$ cat config.mk
export PLATFORM = sky130hd
export DESIGN_NAME = count_sequencer
export DESIGN_NICKNAME = d
export VERILOG_FILES = /design/src/rtl/count_sequencer.sv
export SDC_FILE = /design/constraint.sdc
export NUM_CORES = 1
export LEC_CHECK = 0
export ABC_AREA = 1
export BUFFER_PORTS_ARGS = -buffer_cell sky130_fd_sc_hd__buf_2
export CAP_MARGIN = 20
export CORE_UTILIZATION = 49
export DETAILED_ROUTE_END_ITERATION = 8
export PLACE_DENSITY_LB_ADDON = 0.12
export SETUP_SLACK_MARGIN = 0.1
export SLEW_MARGIN = 20
export SYNTH_ARGS = -nofsm -noshare
export SYNTH_HDL_FRONTEND = slang
export SYNTH_SLANG_ARGS = --single-unit
$ cat constraint.sdc
create_clock -name clk -period 1.3 [get_ports clk]
set_input_delay 0.13 -clock clk [delete_from_list [all_inputs] [get_ports clk]]
set_output_delay 0.13 -clock clk [all_outputs]
set_load 0.02 [all_outputs]
$ cat src/rtl/count_sequencer.sv
// ---------------------------------------------------------------------------
// count_sequencer
//   Shares one WIDTH-bit up-counter between two requesters. A round-robin
//   arbiter picks an owner while idle. The FSM then runs the counter from 0 up
//   to the owner's latched length, holds for one DONE cycle with a completion
//   pulse, and returns to IDLE. Every output comes straight from a flop.
//
// Ports
//   clk    in   1      clock, all state on posedge
//   reset  in   1      synchronous, active-high
//   req    in   2      per-requester run request (level, sampled in IDLE only)
//   len0   in   WIDTH  run length for requester 0, latched at grant
//   len1   in   WIDTH  run length for requester 1, latched at grant
//   gnt    out  2      one-hot current owner, 0 when idle
//   busy   out  1      high in RUN and DONE
//   count  out  WIDTH  counter value, holds after a run until the next grant
//   done   out  2      one-cycle completion pulse for the owner
// ---------------------------------------------------------------------------
module count_sequencer #(
    parameter int WIDTH = 4
) (
    input  logic             clk,
    input  logic             reset,
    input  logic [1:0]       req,
    input  logic [WIDTH-1:0] len0,
    input  logic [WIDTH-1:0] len1,
    output logic [1:0]       gnt,
    output logic             busy,
    output logic [WIDTH-1:0] count,
    output logic [1:0]       done
);

    typedef enum logic [1:0] {
        S_IDLE = 2'd0,
        S_RUN  = 2'd1,
        S_DONE = 2'd2
    } state_t;

    state_t           state, state_n;
    logic [WIDTH-1:0] len_q, len_n;
    logic             last, last_n;   // index of the most recently served requester
    logic [1:0]       gnt_n;
    logic             busy_n;
    logic [WIDTH-1:0] count_n;
    logic [1:0]       done_n;
    logic             pick;           // requester chosen if a grant happens this edge

    // Under contention the requester that was not served last wins; a lone
    // request always wins. last resets to 1 so requester 0 wins first contention.
    always_comb begin
        if (req == 2'b11)
            pick = ~last;
        else
            pick = req[1];
    end

    always_comb begin
        state_n = state;
        gnt_n   = gnt;
        busy_n  = busy;
        count_n = count;
        done_n  = 2'b00;
        len_n   = len_q;
        last_n  = last;

        case (state)
            S_IDLE: begin
                if (req != 2'b00) begin
                    state_n = S_RUN;
                    gnt_n   = pick ? 2'b10 : 2'b01;
                    busy_n  = 1'b1;
                    count_n = '0;
                    len_n   = pick ? len1 : len0;
                    last_n  = pick;
                end
            end
            S_RUN: begin
                // Terminal compare happens before increment, so count never
                // passes len_q and cannot wrap even at the all-ones length.
                if (count == len_q) begin
                    state_n = S_DONE;
                    done_n  = gnt;
                end else begin
                    count_n = count + WIDTH'(1);
                end
            end
            S_DONE: begin
                state_n = S_IDLE;
                gnt_n   = 2'b00;
                busy_n  = 1'b0;
            end
            default: begin
                state_n = S_IDLE;
                gnt_n   = 2'b00;
                busy_n  = 1'b0;
            end
        endcase
    end

    always_ff @(posedge clk) begin
        if (reset) begin
            state <= S_IDLE;
            gnt   <= 2'b00;
            busy  <= 1'b0;
            count <= '0;
            done  <= 2'b00;
            len_q <= '0;
            last  <= 1'b1;
        end else begin
            state <= state_n;
            gnt   <= gnt_n;
            busy  <= busy_n;
            count <= count_n;
            done  <= done_n;
            len_q <= len_n;
            last  <= last_n;
        end
    end

endmodule

; ---- Word level (Yosys, flattened, before mapping)
; Index checks and enable logic that the tools add are counted.
[totals]
reg_bits = 16
inputBits = 12
output_inout_bits = 9
elab_cells = 38
[classes]
add_sub_neg = 1
eq_ne = 6
n_mux = 13
bitwise = 3
n_reduce_logical = 8
[op_table]
columns = operator, n
row1 = 4-bit two-way mux, 3
row2 = 2-bit two-way mux, 4
row3 = 2-bit one-hot mux with 2 select lines, 2
row4 = 4-bit one-hot mux with 2 select lines, 1
row5 = 2-bit != test (second input constant), 3
row6 = 2-bit AND reduction, 3
row7 = 4-bit by 1-bit adder with 4-bit output (second input constant), 1
row8 = 4-bit equality test, 1
row9 = 2-bit nonzero test, 2
row10 = 1-bit inverter, 3
row11 = 3-bit AND reduction, 1
row12 = 3-bit OR reduction, 1
row13 = 2-bit by 1-bit equality test with 1-bit output (second input constant), 1
row14 = 2-bit equality test (second input constant), 1
row15 = 2-bit zero test, 1
row16 = 1-bit two-way mux, 2
row17 = 1-bit one-hot mux with 2 select lines, 1

; ---- Logic depth before layout (Yosys ltp)
; Gate-level depths: netlist (run 1).
[logic_depth]
word_depth = 5
ltp_mapped = 10

; ---- Least setup slack after synthesis (run 1)
; No wires, ideal clock.
[synth_path]
kind = flip-flop to flip-flop
start = register count[0]
end = register count[2]
arrival_ns = 1.124
t_required_ns = 1.169
slack_ns = 0.045
path_stages_with_launch = 10
path_buffers = 0
cell_sequence = dfxtp_1 -> inv_1 -> nand2_1 -> nand2_1 -> nor2_1 -> nand2_2 -> nand2_4 -> nand2_2 -> nand2_1 -> a21oi_2
[synth_between]
elab_chain_cells = 3
[synth_rtl]
columns = item, line
row1 = "start, declared", 29  ; output logic [WIDTH-1:0] count,
row2 = "start signal, assigned", 113  ; count <= count_n;
row3 = 4-bit by 1-bit adder with 4-bit output or 4-bit equality test (tied branches), "84, 80"
row4 = 4-bit two-way mux or 2-bit != test (tied branches), --
row5 = 4-bit one-hot mux with 2 select lines or 3-bit AND reduction (tied branches), --
; Parallel ways exist; a longest one is shown, timed or not. The select of a mux whose other input is x is not followed.
; A chain may end at the register's enable or synchronous reset.

; ---- Worst setup path in the final report (run 1)
; Ends and elaborated chain as after synthesis.

==> out/results.ini, run 1 <==
[logic_synthesis]
synth-seq-cells = 16
yosysSeqAreaShare_pct = 41.09
syn-instance-count = 113
yosys_warnings = 0
synthSimpleGateAreaFrac_pct = 31.78
synth_cell_type_count = 19
synth_compound_area_share_pct = 13.16
synth_nets = 126
synth_fa_ha_area_share_pct = 1.605
syn_avg_cell_area_um2 = 6.898
synth_top_family_by_area = simple AND/OR/NAND/NOR gates
muxShareOfSynthArea_pct = 0
synth_xor_area_share_pct = 1.124
syn_area_um2 = 779.5

[cells_and_area]
drive_above_1_share_pct = 40.28
final_util_pct = 69.24
num-nets-final = 158
postLayoutCellArea_mm2 = 0.001031
syn2layout_area_growth_pct = 32.26
fill_cells = 136
n_antenna_cell = 0

[detailed_routing]
drc = 0
antenna_left = 0
wl_um = 1640
initialDrtViolationCount = 15
viasPerCell = 4.863
vias = 778
wl_per_cell_um = 10.25
drt_first_pass_iters = 4

[floorplan]
ios = 21
die_w_um = 41.89
fp.dieH_um = 41.89
coreArea_mm2 = 0.001489
fp-row-count = 14
dieArea_mm2 = 0.001754
initial_utilization_pct = 52.35

[sta]
worstMarginPinSlew_ns = 0.3100
tns_ns = 0
skew_ns = 0.002989
setup_viol = 0
max_freq_mhz = 861.5
slew_viol_final = 0
rsz0062_at_grt = yes
period_share_pct = 89.29
max_slew_margin_pct = 79.25
finalHoldViolations = 0
min_period_ns = 1.161

[placed_design]
portBuffers = 20
gp_congestion = 0.7973
hpwl_um = 1166
placed_area_um2 = 915.9

[setup_path]
crit_arrival_ns = 1.35
crit_buf_inv = 1
crit_fanout = 6
slowest_delay_ns = 0.40
crit_family = simple AND/OR/NAND/NOR gates
cp-start-kind = register
end_kind = register
slowest_stage = dfxtp_4
required_ns = 1.49
path_common_cell = nand2_1
path_cells = inv_2 > nand2_1 > nand2_1 > nor2_1 > nand2_2 > nand2_4 > nand2_2 > nand2_1 > a21oi_2
crit_type = register to register

[clock_tree]
cts-root-buf = clkbuf_4
cts_sinks = 16
htreeDepth = 1
ctsHoldBuffers = 0
cts.reportedPaths.clkPinSlew_ns = 0.10
cts_max_path_buffers = 2
numCtsBuffers = 3
clock_latency_ns = 0.28
cts_tree = yes

[global_route]
gr-total-overflow = 0
grt_pass1_wl_um = 2511
grt_pass1_vias = 622
grt_max_degree = 12
antenna_found_initial = 0
track_usage_pct = 18.96

[pwr]
leakagePower_nw = 0.5031
p_per_area_mw_per_mm2 = 1268
peakVddDrop_mv = 0.7222

[job]
maxCapViolations = 0

[worst_hold_path]
hold_class = input port to register

[outcome]
status = complete, no violations

[layout make-up]
| class | count | area (um^2) | share of cell area [%] |
|---|---|---|---|
| clock buffers | 4 | 36.28 | 3.519 |
| multi-input cells | 74 | 385.4 | 37.38 |
| repair buffers | 27 | 156.4 | 15.17 |
| repair inverters | 1 | 7.507 | 0.7282 |
| flip-flops and latches | 16 | 339.1 | 32.89 |
| well taps | 16 | 20.02 | 1.942 |
| inverters | 22 | 86.33 | 8.374 |
[worst paths after layout]
check	startpoint	to	slack, ns	cells past startpoint
max reg2reg	count[0]	count[2]	0.14	9
min	reset	last	0.12	3
min reg2reg	gnt[0]	done[0]	0.44	2
max	count[0]	count[2]	0.14	9
[sequential cells by signal, indices dropped and copies added (netlist names)]
| signal | cells |
|---|---|
| len_q | 4 |
| gnt | 2 |
| count | 4 |
| last | 1 |
| done | 2 |
| state | 2 |
| busy | 1 |
[worst register-to-register path: stages (launching register included)]
cell and delay (ns):
dfxtp_4 0.40, inv_2 0.04, nand2_1 0.05, nand2_1 0.05, nor2_1 0.13, nand2_2 0.11
nand2_4 0.10, nand2_2 0.07, nand2_1 0.07, a21oi_2 0.05
[layer usage]
layer | vias up | routed length [um] | track usage, %
met4 | 0 | 13 | 7.742
met1 | 343 | 822 | 24.59
met3 | 2 | 71 | 2.609
met2 | 21 | 733 | 31.56
li1 | 412 | - | -
met5 | - | 0 | 0
[placed cells by master (no fill, tap or decap), types with 3 or more instances in the layout]
| cell | Yosys | final |
|---|---|---|
| nand3_1 | 6 | 5 |
| buf_2 | 0 | 20 |
| inv_1 | 19 | 16 |
| o21ai_0 | 8 | 5 |
| dfxtp_4 | 0 | 4 |
| o21ai_1 | 0 | 3 |
| clkbuf_4 | 0 | 3 |
| a21oi_2 | 2 | 3 |
| dfxtp_1 | 16 | 9 |
| buf_4 | 0 | 6 |
| nor2_1 | 9 | 9 |
| inv_2 | 2 | 4 |
| a21oi_1 | 9 | 8 |
| nand2_2 | 2 | 4 |
| nand2_1 | 29 | 27 |
| dfxtp_2 | 0 | 3 |
[stage by stage]
stage | hold slack (ns) | setup WS, ns | cells | power (mW)
2_1_floorplan | 0.1991 | 0.1535 | 113 | 0.8306
5_1_grt | 0.1147 | 0.08763 | 160 | 1.375
3_3_place_gp | 0.4132 | 0.1048 | 150 | 0.9145
3_5_place_dp | 0.4118 | 0.09461 | 150 | 0.9238
6_report | 0.1161 | 0.1393 | 160 | 1.307
4_1_cts | 0.1166 | 0.1161 | 154 | 1.260
[cell families (layout without fill, tap and decap cells)]
family	Yosys count	in the layout
compound gates	19	19
xor+xnor	1	1
fa+ha+maj	1	1
buf+inv	23	54
flops	16	16
simple gates	53	53
[Yosys cell counts]
library cell  count  area share, %
nand4_1           2            1.6
nand2_2           2            1.6
xnor2_1           1            1.1
nor2_1            9            4.3
dfxtp_1          16             41
a21oi_2           2            2.2
inv_1            19            9.1
inv_2             2           0.96
clkinv_2          1           0.64
o21ai_0           8            5.1
clkbuf_1          1           0.48
nand2_1          29             14
nand3_1           6            3.9
a21oi_1           9            5.8
ha_1              1            1.6
nand2_4           1            1.4
nor3_4            1            2.1
nand3_2           1            1.3
nor2_2            2            1.6
[repair_timing]
item,in CTS,in global routing
pin swaps,1,6
cloned,0,1
setup endpoints to repair,1,11
resized for setup,1,18
buffers inserted,0,5
[where the power goes]
group	total [mW]	internal (mW)	switching, mW	leakage [nW]
clock network	0.338	0.170	0.167	0.0210
logic	0.384	0.151	0.233	0.347
registers	0.586	0.539	0.0471	0.135
Power figures use the tool's default switching activity.
==> run 2, diff against run 1 <==
--- a/config.mk
+++ b/config.mk
@@ -8,9 +8,11 @@
 export ABC_AREA = 1
 export BUFFER_PORTS_ARGS = -buffer_cell sky130_fd_sc_hd__buf_2
 export CAP_MARGIN = 20
-export CORE_UTILIZATION = 49
+export CORE_ASPECT_RATIO = 1.25
+export CORE_UTILIZATION = 35
 export DETAILED_ROUTE_END_ITERATION = 8
 export PLACE_DENSITY_LB_ADDON = 0.12
+export RECOVER_POWER = 25
 export SETUP_SLACK_MARGIN = 0.1
 export SLEW_MARGIN = 20
 export SYNTH_ARGS = -nofsm -noshare
==> out/results.ini, run 2 (synthesis gave the netlist of run 1 again) <==
[setup_path]
crit_fanout = 4  ; -2
slowest_delay_ns = 0.37  ; -0.03 ns
cp-start-kind = register
required_ns = 1.47  ; -0.02 ns
path_common_cell = nand2_1
path_cells = inv_1 > nand2_1 > nand2_1 > nor2_2 > nand2_2 > nand2_4 > nand2_4 > nand3_1 > nand2_1
crit_buf_inv = 1  ; unchanged
slowest_stage = dfxtp_2
crit_family = simple AND/OR/NAND/NOR gates
end_kind = register
crit_arrival_ns = 1.35  ; about the same
crit_type = register to register

[floorplan]
ios = 21  ; unchanged
die_w_um = 44.21  ; +5.6%
dieArea_mm2 = 0.002421  ; +38%
coreArea_mm2 = 0.002027  ; +36%
initial_utilization_pct = 38.46  ; -14 points
fp-row-count = 18  ; +4
fp.dieH_um = 54.77  ; +31%

[global_route]
grt_pass1_wl_um = 2870  ; +14%
gr-total-overflow = 0  ; unchanged
track_usage_pct = 16.49  ; -2.5 points
antenna_found_initial = 0  ; unchanged
grt_max_degree = 12  ; unchanged
grt_pass1_vias = 640  ; +2.9%

[clock_tree]
ctsHoldBuffers = 0  ; unchanged
cts-root-buf = clkbuf_4
htreeDepth = 1  ; unchanged
cts.reportedPaths.clkPinSlew_ns = 0.09  ; about the same
numCtsBuffers = 3  ; unchanged
cts_max_path_buffers = 2  ; unchanged
cts_sinks = 16  ; unchanged
clock_latency_ns = 0.28  ; about the same
cts_tree = yes

[sta]
period_share_pct = 90.21  ; +0.92 points
max_freq_mhz = 852.8  ; -1.0%
finalHoldViolations = 0  ; unchanged
worstMarginPinSlew_ns = 0.2596  ; -0.05043 ns
setup_viol = 0  ; unchanged
tns_ns = 0  ; unchanged
skew_ns = 0.002989  ; +0.00000003000 ns
fin_ws_ns = 0.1273  ; -0.01195 ns
slew_viol_final = 0  ; unchanged
min_period_ns = 1.173  ; +0.01195 ns
max_slew_margin_pct = 82.63  ; +3.4 points
rsz0062_at_grt = yes

[placed_design]
gp_congestion = 0.7896  ; -0.97%
placed_area_um2 = 920.9  ; +0.55%
place_ws_ns = 0.1014  ; +0.006755 ns
portBuffers = 20  ; unchanged
dp_cells = 154  ; +2.7%
hpwl_um = 1270  ; +8.9%

[pwr]
p_per_area_mw_per_mm2 = 1228  ; -3.2%
leakagePower_nw = 0.5059  ; +0.57%
peakVddDrop_mv = 0.7012  ; -2.9%

[detailed_routing]
drt_first_pass_iters = 6  ; +2
wl_per_cell_um = 10.56  ; +3.1%
vias = 808  ; +3.9%
initialDrtViolationCount = 13  ; -2
antenna_left = 0  ; unchanged
drc = 1  ; +1
wl_um = 1796  ; +9.5%
viasPerCell = 4.753  ; -2.3%

[outcome]
violations = DRC
status = finished with violations

[cells_and_area]
mostFrequentLayoutCells = 29 x nand2_1, 19 x inv_1, 14 x buf_2, 12 x buf_4, 10 x dfxtp_1
drive_above_1_share_pct = 36.00  ; -4.3 points
num-nets-final = 164  ; +3.8%
postLayoutCellArea_mm2 = 0.001090  ; +5.7%
n_antenna_cell = 0  ; unchanged
syn2layout_area_growth_pct = 39.81
final_common_cell = nand2_1
final_cells = 170  ; +6.3%
fill_cells = 202  ; +49%
reg_top3 = count x4, len_q x4

[job]
maxCapViolations = 0  ; unchanged

[worst_hold_path]
hold_class = input port to register

-- run 2: cell types whose count changed in the layout (fill, tap and decap cells not counted), sizes merged --
cell,delta
clkbuf,+6
-- run 2: worst min-delay path, cell delays in order --
cell,delay (ns)
buf_2,0.09
inv_1,0.07
nand3_1,0.08
-- run 2: worst paths after layout --
check                           cells after the start  slack (ns)      from        to
worst max-delay path                                9        0.13  count[3]  count[3]
worst min-delay path                                3        0.13     reset      last
worst max register to register                      9        0.13  count[3]  count[3]
worst min register to register                      2        0.45    gnt[1]   done[1]
-- run 2: through the flow --
step	power, mW	util (%)	hold slack [ns]
floorplan	0.8306	-	0.1991
global placement	0.9199	45.43	0.4043
detailed placement	0.9257	45.43	0.4137
CTS	1.247	47.22	0.1180
global route	1.430	53.77	0.1422
finish	1.338	53.77	0.1280
-- run 2: area by class of cell --
| class | count | area, um^2 | area share [%] |
|---|---|---|---|
| Inverter | 22 | 86.33 | 7.922 |
| Timing Repair Buffer | 33 | 193.9 | 17.80 |
| Timing Repair inverter | 1 | 7.507 | 0.6889 |
| Tap cell | 20 | 25.02 | 2.296 |
| Clock buffer | 4 | 36.28 | 3.329 |
| Multi-Input combinational cell | 74 | 402.9 | 36.97 |
| Sequential cell | 16 | 337.8 | 31.00 |
-- run 2: timing repair --
action / CTS / global route
gates cloned: 0 / 1
buffers inserted: 0 / 11
endpoints found under the setup margin: 1 / 11
resized for setup: 0 / 18
pin swaps: 1 / 7
-- run 2: layer usage --
layer / part of all wire, % / routed length [um] / track usage (%) / up-vias
li1: - / - / - / 426
met1: 45 / 811 / 23.00 / 348
met2: 47 / 853 / 25.25 / 32
met3: 6.2 / 111 / 1.980 / 2
met4: 1.1 / 20 / 7.576 / 0
met5: 0 / 0 / 0 / -
-- run 2: power by group --
group	internal [mW]	switching, mW
Sequential	0.538	0.0414
Clock	0.170	0.149
Combinational	0.191	0.248
Total	0.899	0.438
